## src/rtl/arm_mc_controller.sv

```systemverilog
// Multicycle ARM control unit: main FSM, DP decode, condition check and NZCV register.
// Define ARM_MC_PERF_EN to add the InstrCount retired-instruction counter output.
module arm_mc_controller #(
    parameter int MEM_HANDSHAKE = 1
) (
    input  logic        clk,
    input  logic        reset,
    input  logic [19:0] Instr,
    input  logic [3:0]  ALUFlags,
    input  logic        MemReady,
    output logic        PCWrite,
    output logic        AdrSrc,
    output logic        MemWrite,
    output logic        IRWrite,
    output logic        RegWrite,
    output logic        ALUSrcA,
    output logic        Mov,
    output logic        Illegal,
    output logic [1:0]  ResultSrc,
    output logic [1:0]  ALUSrcB,
    output logic [1:0]  ImmSrc,
    output logic [1:0]  RegSrc,
    output logic [1:0]  ALUControl,
    output logic [3:0]  Flags
`ifdef ARM_MC_PERF_EN
    ,
    output logic [31:0] InstrCount
`endif
);

    typedef enum logic [3:0] {
        S_FETCH, S_DECODE, S_MEMADR, S_MEMRD, S_MEMWB,
        S_MEMWR, S_EXECR, S_EXECI, S_ALUWB, S_BRANCH
    } state_t;

    state_t      state_reg, state_next;
    logic [3:0]  flags_reg, flags_next;
    logic [3:0]  cond;
    logic [1:0]  op;
    logic [5:0]  funct;
    logic [3:0]  rd;
    logic        mem_done;
    logic        cond_ex;
    logic        dp_legal;
    logic        dp_mov;
    logic [1:0]  dp_ctl;
    logic        decode_illegal;
    logic        unused_rn;

    assign cond      = Instr[19:16];
    assign op        = Instr[15:14];
    assign funct     = Instr[13:8];
    assign rd        = Instr[3:0];
    assign unused_rn = ^Instr[7:4];

    // Without the handshake every memory state completes in its first cycle.
    assign mem_done = (MEM_HANDSHAKE != 0) ? MemReady : 1'b1;

    always_comb begin
        dp_legal = 1'b1;
        dp_mov   = 1'b0;
        dp_ctl   = 2'b00;
        case (funct[4:1])
            4'b0100: dp_ctl = 2'b00;
            4'b0010: dp_ctl = 2'b01;
            4'b0000: dp_ctl = 2'b10;
            4'b1100: dp_ctl = 2'b11;
            4'b1101: dp_mov = 1'b1;
            default: dp_legal = 1'b0;
        endcase
    end

    assign decode_illegal = (op == 2'b11) || ((op == 2'b00) && !dp_legal);

    always_comb begin
        case (cond)
            4'b0000: cond_ex = flags_reg[2];
            4'b0001: cond_ex = !flags_reg[2];
            4'b0010: cond_ex = flags_reg[1];
            4'b0011: cond_ex = !flags_reg[1];
            4'b0100: cond_ex = flags_reg[3];
            4'b0101: cond_ex = !flags_reg[3];
            4'b0110: cond_ex = flags_reg[0];
            4'b0111: cond_ex = !flags_reg[0];
            4'b1000: cond_ex = flags_reg[1] && !flags_reg[2];
            4'b1001: cond_ex = !flags_reg[1] || flags_reg[2];
            4'b1010: cond_ex = (flags_reg[3] == flags_reg[0]);
            4'b1011: cond_ex = (flags_reg[3] != flags_reg[0]);
            4'b1100: cond_ex = !flags_reg[2] && (flags_reg[3] == flags_reg[0]);
            4'b1101: cond_ex = flags_reg[2] || (flags_reg[3] != flags_reg[0]);
            4'b1110: cond_ex = 1'b1;
            default: cond_ex = 1'b0;
        endcase
    end

    always_ff @(posedge clk) begin
        if (!reset) begin
            state_reg <= S_FETCH;
            flags_reg <= 4'b0000;
        end else begin
            state_reg <= state_next;
            flags_reg <= flags_next;
        end
    end

    // C and V only come from true arithmetic; logical ops and MOV keep them.
    always_comb begin
        flags_next = flags_reg;
        if (((state_reg == S_EXECR) || (state_reg == S_EXECI)) && funct[0] && cond_ex) begin
            flags_next[3:2] = ALUFlags[3:2];
            if (!dp_mov && !dp_ctl[1])
                flags_next[1:0] = ALUFlags[1:0];
        end
    end

    always_comb begin
        state_next = state_reg;
        case (state_reg)
            S_FETCH:  if (mem_done) state_next = S_DECODE;
            S_DECODE: begin
                case (op)
                    2'b01:   state_next = S_MEMADR;
                    2'b10:   state_next = S_BRANCH;
                    2'b00:   state_next = !dp_legal ? S_FETCH : (funct[5] ? S_EXECI : S_EXECR);
                    default: state_next = S_FETCH;
                endcase
            end
            S_MEMADR: state_next = funct[0] ? S_MEMRD : S_MEMWR;
            S_MEMRD:  if (mem_done) state_next = S_MEMWB;
            S_MEMWR:  if (mem_done) state_next = S_FETCH;
            S_EXECR,
            S_EXECI:  state_next = S_ALUWB;
            default:  state_next = S_FETCH;
        endcase
    end

    always_comb begin
        PCWrite    = 1'b0;
        AdrSrc     = 1'b0;
        MemWrite   = 1'b0;
        IRWrite    = 1'b0;
        RegWrite   = 1'b0;
        ALUSrcA    = 1'b0;
        Mov        = 1'b0;
        Illegal    = 1'b0;
        ResultSrc  = 2'b00;
        ALUSrcB    = 2'b00;
        ImmSrc     = 2'b00;
        RegSrc     = 2'b00;
        ALUControl = 2'b00;
        Flags      = 4'b0000;
        if (reset) begin
            Flags = flags_reg;
            case (state_reg)
                S_FETCH: begin
                    ALUSrcA   = 1'b1;
                    ALUSrcB   = 2'b10;
                    ResultSrc = 2'b10;
                    IRWrite   = mem_done;
                    PCWrite   = mem_done;
                end
                S_DECODE: begin
                    ALUSrcA   = 1'b1;
                    ALUSrcB   = 2'b10;
                    ResultSrc = 2'b10;
                    ImmSrc    = op;
                    RegSrc    = {op == 2'b01, op == 2'b10};
                    Illegal   = decode_illegal;
                end
                S_EXECR: begin
                    ALUControl = dp_ctl;
                    Mov        = dp_mov;
                end
                S_EXECI: begin
                    ALUSrcB    = 2'b01;
                    ALUControl = dp_ctl;
                    Mov        = dp_mov;
                end
                S_ALUWB: begin
                    RegWrite = cond_ex;
                    PCWrite  = cond_ex && (rd == 4'hF);
                end
                S_MEMADR: ALUSrcB = 2'b01;
                S_MEMRD:  AdrSrc = 1'b1;
                S_MEMWB: begin
                    ResultSrc = 2'b01;
                    RegWrite  = cond_ex;
                    PCWrite   = cond_ex && (rd == 4'hF);
                end
                S_MEMWR: begin
                    AdrSrc   = 1'b1;
                    MemWrite = cond_ex;
                end
                S_BRANCH: begin
                    ALUSrcB   = 2'b01;
                    ResultSrc = 2'b10;
                    PCWrite   = cond_ex;
                end
                default: ;
            endcase
        end
    end

`ifdef ARM_MC_PERF_EN
    logic [31:0] instr_count_reg;
    logic        retire;

    // Illegal decodes return to FETCH without retiring anything.
    assign retire = (state_next == S_FETCH) &&
                    ((state_reg == S_ALUWB) || (state_reg == S_MEMWB) ||
                     (state_reg == S_BRANCH) || (state_reg == S_MEMWR));

    always_ff @(posedge clk) begin
        if (!reset)
            instr_count_reg <= 32'd0;
        else if (retire)
            instr_count_reg <= instr_count_reg + 32'd1;
    end

    assign InstrCount = reset ? instr_count_reg : 32'd0;
`endif

endmodule

```

## config.mk

```make
export PLATFORM = sky130hd
export DESIGN_NAME = arm_mc_controller
export DESIGN_NICKNAME = d
export VERILOG_FILES = /design/src/rtl/arm_mc_controller.sv
export SDC_FILE = /design/constraint.sdc
export NUM_CORES = 1
export LEC_CHECK = 0
export CORE_UTILIZATION = 40
export DETAILED_ROUTE_END_ITERATION = 10
export PLACE_DENSITY = 0.92
export SLEW_MARGIN = 10
export SYNTH_ARGS = -nofsm -noshare
export SYNTH_HDL_FRONTEND = slang
export SYNTH_SLANG_ARGS = --single-unit
```

## constraint.sdc

```tcl
create_clock -name clk -period 3 [get_ports clk]
set_input_delay 0.45 -clock clk [delete_from_list [all_inputs] [get_ports clk]]
set_output_delay 0.45 -clock clk [all_outputs]
set_load 0.02 [all_outputs]
```

==> summary.md <==
| Metric | Value |
|---|---|
| Final GP Congestion | `0.989` |
| DRT Wirelength | `2940 µm` |
| Die area | `0.00251 mm²` |
| Initial antenna violation count | `0` |
| Clock Sink Count | `8` |
| Crit Path Class | `in2out` |
| Rows | `17` |
| P&R area growth vs syn | `57.6%` |
| Cells after synthesis | `136` |
| Register area | `160 µm²` |
| Starting Density | `0.422` |
| H-tree lvl count | `1` |
| Via density | `5.73` |
| Final Hold Viols | `0` |
| Asr flop ratio synth | `0` |
| Post-Route Skew | `0.00609 ns` |
| CP Launch Type | `input port` |
| Maximum clock path buffer count | `2` |
| Fillers | `175` |
| Status | `finished clean` |
| VDD IR max | `0.166 mV` |
| Nets@finish | `213` |
| Number of CTS-inserted buffers | `3` |
| Core area | `0.00219 mm²` |
| CTS tree | `done` |
| Synth Register Bits | `8` |
| Grt total ovfl | `0` |
| Die H | `50.1 µm` |
| Post-DP HPWL | `2120 µm` |
| Min cycle time layout | `2.86 ns` |
| PD cells | `231 mW/mm²` |
| Overall routing resource usage | `0.250` |
| Die width | `50.1 µm` |
| Antenna Violating Nets Remaining | `0` |
| Commonest register cell after synthesis | `dfxtp_1` |
| Fmax | `350 MHz` |
| Leakage | `0.554 nW` |
| DRC violations left | `0` |
| Placement Setup Slack | `-0.505 ns` |
| Syn_area_per_cell | `6.80 µm²` |
| Mapped Area | `925 µm²` |
| Tot Pwr | `337 µW` |
| Crit-path max FO | `4` |
| IO Count | `49` |
| Hold path cells | `2` |
| Critical R2R Launch | `flags_reg[3]` |
| Worst Setup SP | `Instr[19]` |
| Antenna diodes | `0` |
| Worst Hold Class | `reg2reg` |
| Worst-path clk slew | `0.06 ns` |
| Synth unique cells | `37` |
| HP Start | `flags_reg[1]` |
| Final Worst Setup Slack | `0.141 ns` |
| CTS root buffer | `clkbuf_4` |
| Final setup violation count | `0` |
| Post-synth EDFFs | `0` |
| Period utilization | `0.953` |
| Worst-margin pin slew | `0.517 ns` |
| Worst reg-to-reg path cell count | `8` |
| Fin util | `0.665` |
| Data required time of the worst path | `2.55 ns` |
| Rel. slew slack | `0.655` |
| Routed WL per cell | `13.8 µm` |
| Post-synth net total | `163` |
| Final design area excluding fillers | `0.00146 mm²` |
| First-pass GRT wire length | `4820 µm` |
| Via Count | `1215` |
| Drt pass-1 iters | `4` |
| DP Area | `0.00143 mm²` |
| Multi-input gate area | `717 µm²` |
| Worst Path Arrival | `2.41 ns` |
| Layout cells sized above 1 | `0.0978` |
| Largest net degree at the start of global routing | `17` |
| Iteration-0 DRC Markers | `25` |
| RSZ-0062 raised after global routing | `no` |
| Max-Cap Viols | `0` |
| Slew Limit Fails | `0` |
| Yosys warnings | `0` |
| Crit. End Element | `primary output` |
| Port bufs | `44` |
| Sequential share of the synthesized area | `0.173` |
| Number of setup buffers added after CTS | `0` |
| Setup TNS | `0 ns` |
| Vias in the first global route | `1181` |
| Clock Latency Late Sink | `0.26 ns` |
-- final timing paths --
| check | end | slack, ns |
|---|---|---|
| setup / recovery | PCWrite | 0.14 |
| setup reg to reg | flags_reg[0] | 0.77 |
| hold / removal | flags_reg[1] | 0.55 |
| hold reg to reg | flags_reg[1] | 0.55 |
-- worst max-delay path, cell delays in order --
cell,delay [ns]
dlygate4sd2_1,0.32
nor2b_2,0.26
a31oi_1,0.11
a221oi_1,0.33
buf_4,0.18
a311oi_4,0.04
a21o_1,0.19
o41ai_1,0.31
buf_2,0.21
-- power breakdown --
group / total (mW) / switching, mW / internal (mW) / leakage (nW)
sequential: 0.114 / 0.00576 / 0.108 / 0.0648
combinational: 0.137 / 0.0660 / 0.0709 / 0.476
clock: 0.0861 / 0.0401 / 0.0460 / 0.0138
-- cell usage in the layout, fill, tap and decap left out, types with 2 or more instances in the layout --
master	count
o21ai_0	6
and3_1	2
clkbuf_4	3
nand2b_1	9
nand3_1	3
o31ai_1	3
nor2b_1	5
o41ai_1	2
inv_1	7
xnor2_1	4
clkdlybuf4s50_1	38
nor2_1	13
buf_4	7
dlygate4sd2_1	3
o22ai_1	2
nor3_1	9
a21oi_1	11
nand2_1	12
and3b_1	3
and2_1	5
mux2i_1	4
dfxtp_1	8
nor4_1	4
-- cells in the mapped netlist, types with 3 or more instances --
cell type   n  area, µm²
nor3_1      9       45.0
and3b_1     3       26.3
nor2_1     13       48.8
nand2b_1    9       56.3
a21oi_1    11       55.1
o31ai_1     3       22.5
nor4_1      4       25.0
nor2b_1     7       43.8
o21ai_0     6       30.0
nand2_1    12       45.0
mux2i_1     4       40.0
inv_1       7       26.3
nand3_1     3       15.0
clkbuf_1    5       18.8
and2_1      5       31.3
xnor2_1     4       35.0
dfxtp_1     8        160
-- cell type report --
type	instances	area share
well taps	28	0.0240
flip-flops and latches	8	0.110
clock buffers	3	0.0155
repair buffers	52	0.341
multi-input cells	114	0.492
inverters	7	0.0180
-- metal layers --
metal,part of all wire,vias to the layer above,routed length (µm),track usage
met5,0,-,0,0
met1,0.41,544,1200,0.274
met2,0.48,64,1400,0.427
met4,0.049,0,144,0.171
li1,-,593,-,-
met3,0.067,14,197,0.0463
-- cell families (layout without fill, tap and decap cells) --
family	after synthesis	in the layout	synth area share
buffers and inverters	14	62	0.0623
AO/OA/AOI/OAI	34	34	0.256
flip-flops	8	8	0.173
XOR/XNOR	4	4	0.0379
multiplexers	4	4	0.0433
AND/OR/NAND/NOR	72	72	0.428
-- stage by stage --
step / instances / hold slack (ns)
CTS: 212 / 0.547
global route: 212 / 0.610
floorplan: 136 / 0.488
global placement: 209 / 0.532
finish: 212 / 0.550
detailed placement: 209 / 0.542
-- what timing repair did --
item	4_1_cts	5_1_grt
gates resized for setup	18	0
setup endpoints to repair	3	0
hold buffers	0	0
Power figures use the tool's default switching activity.
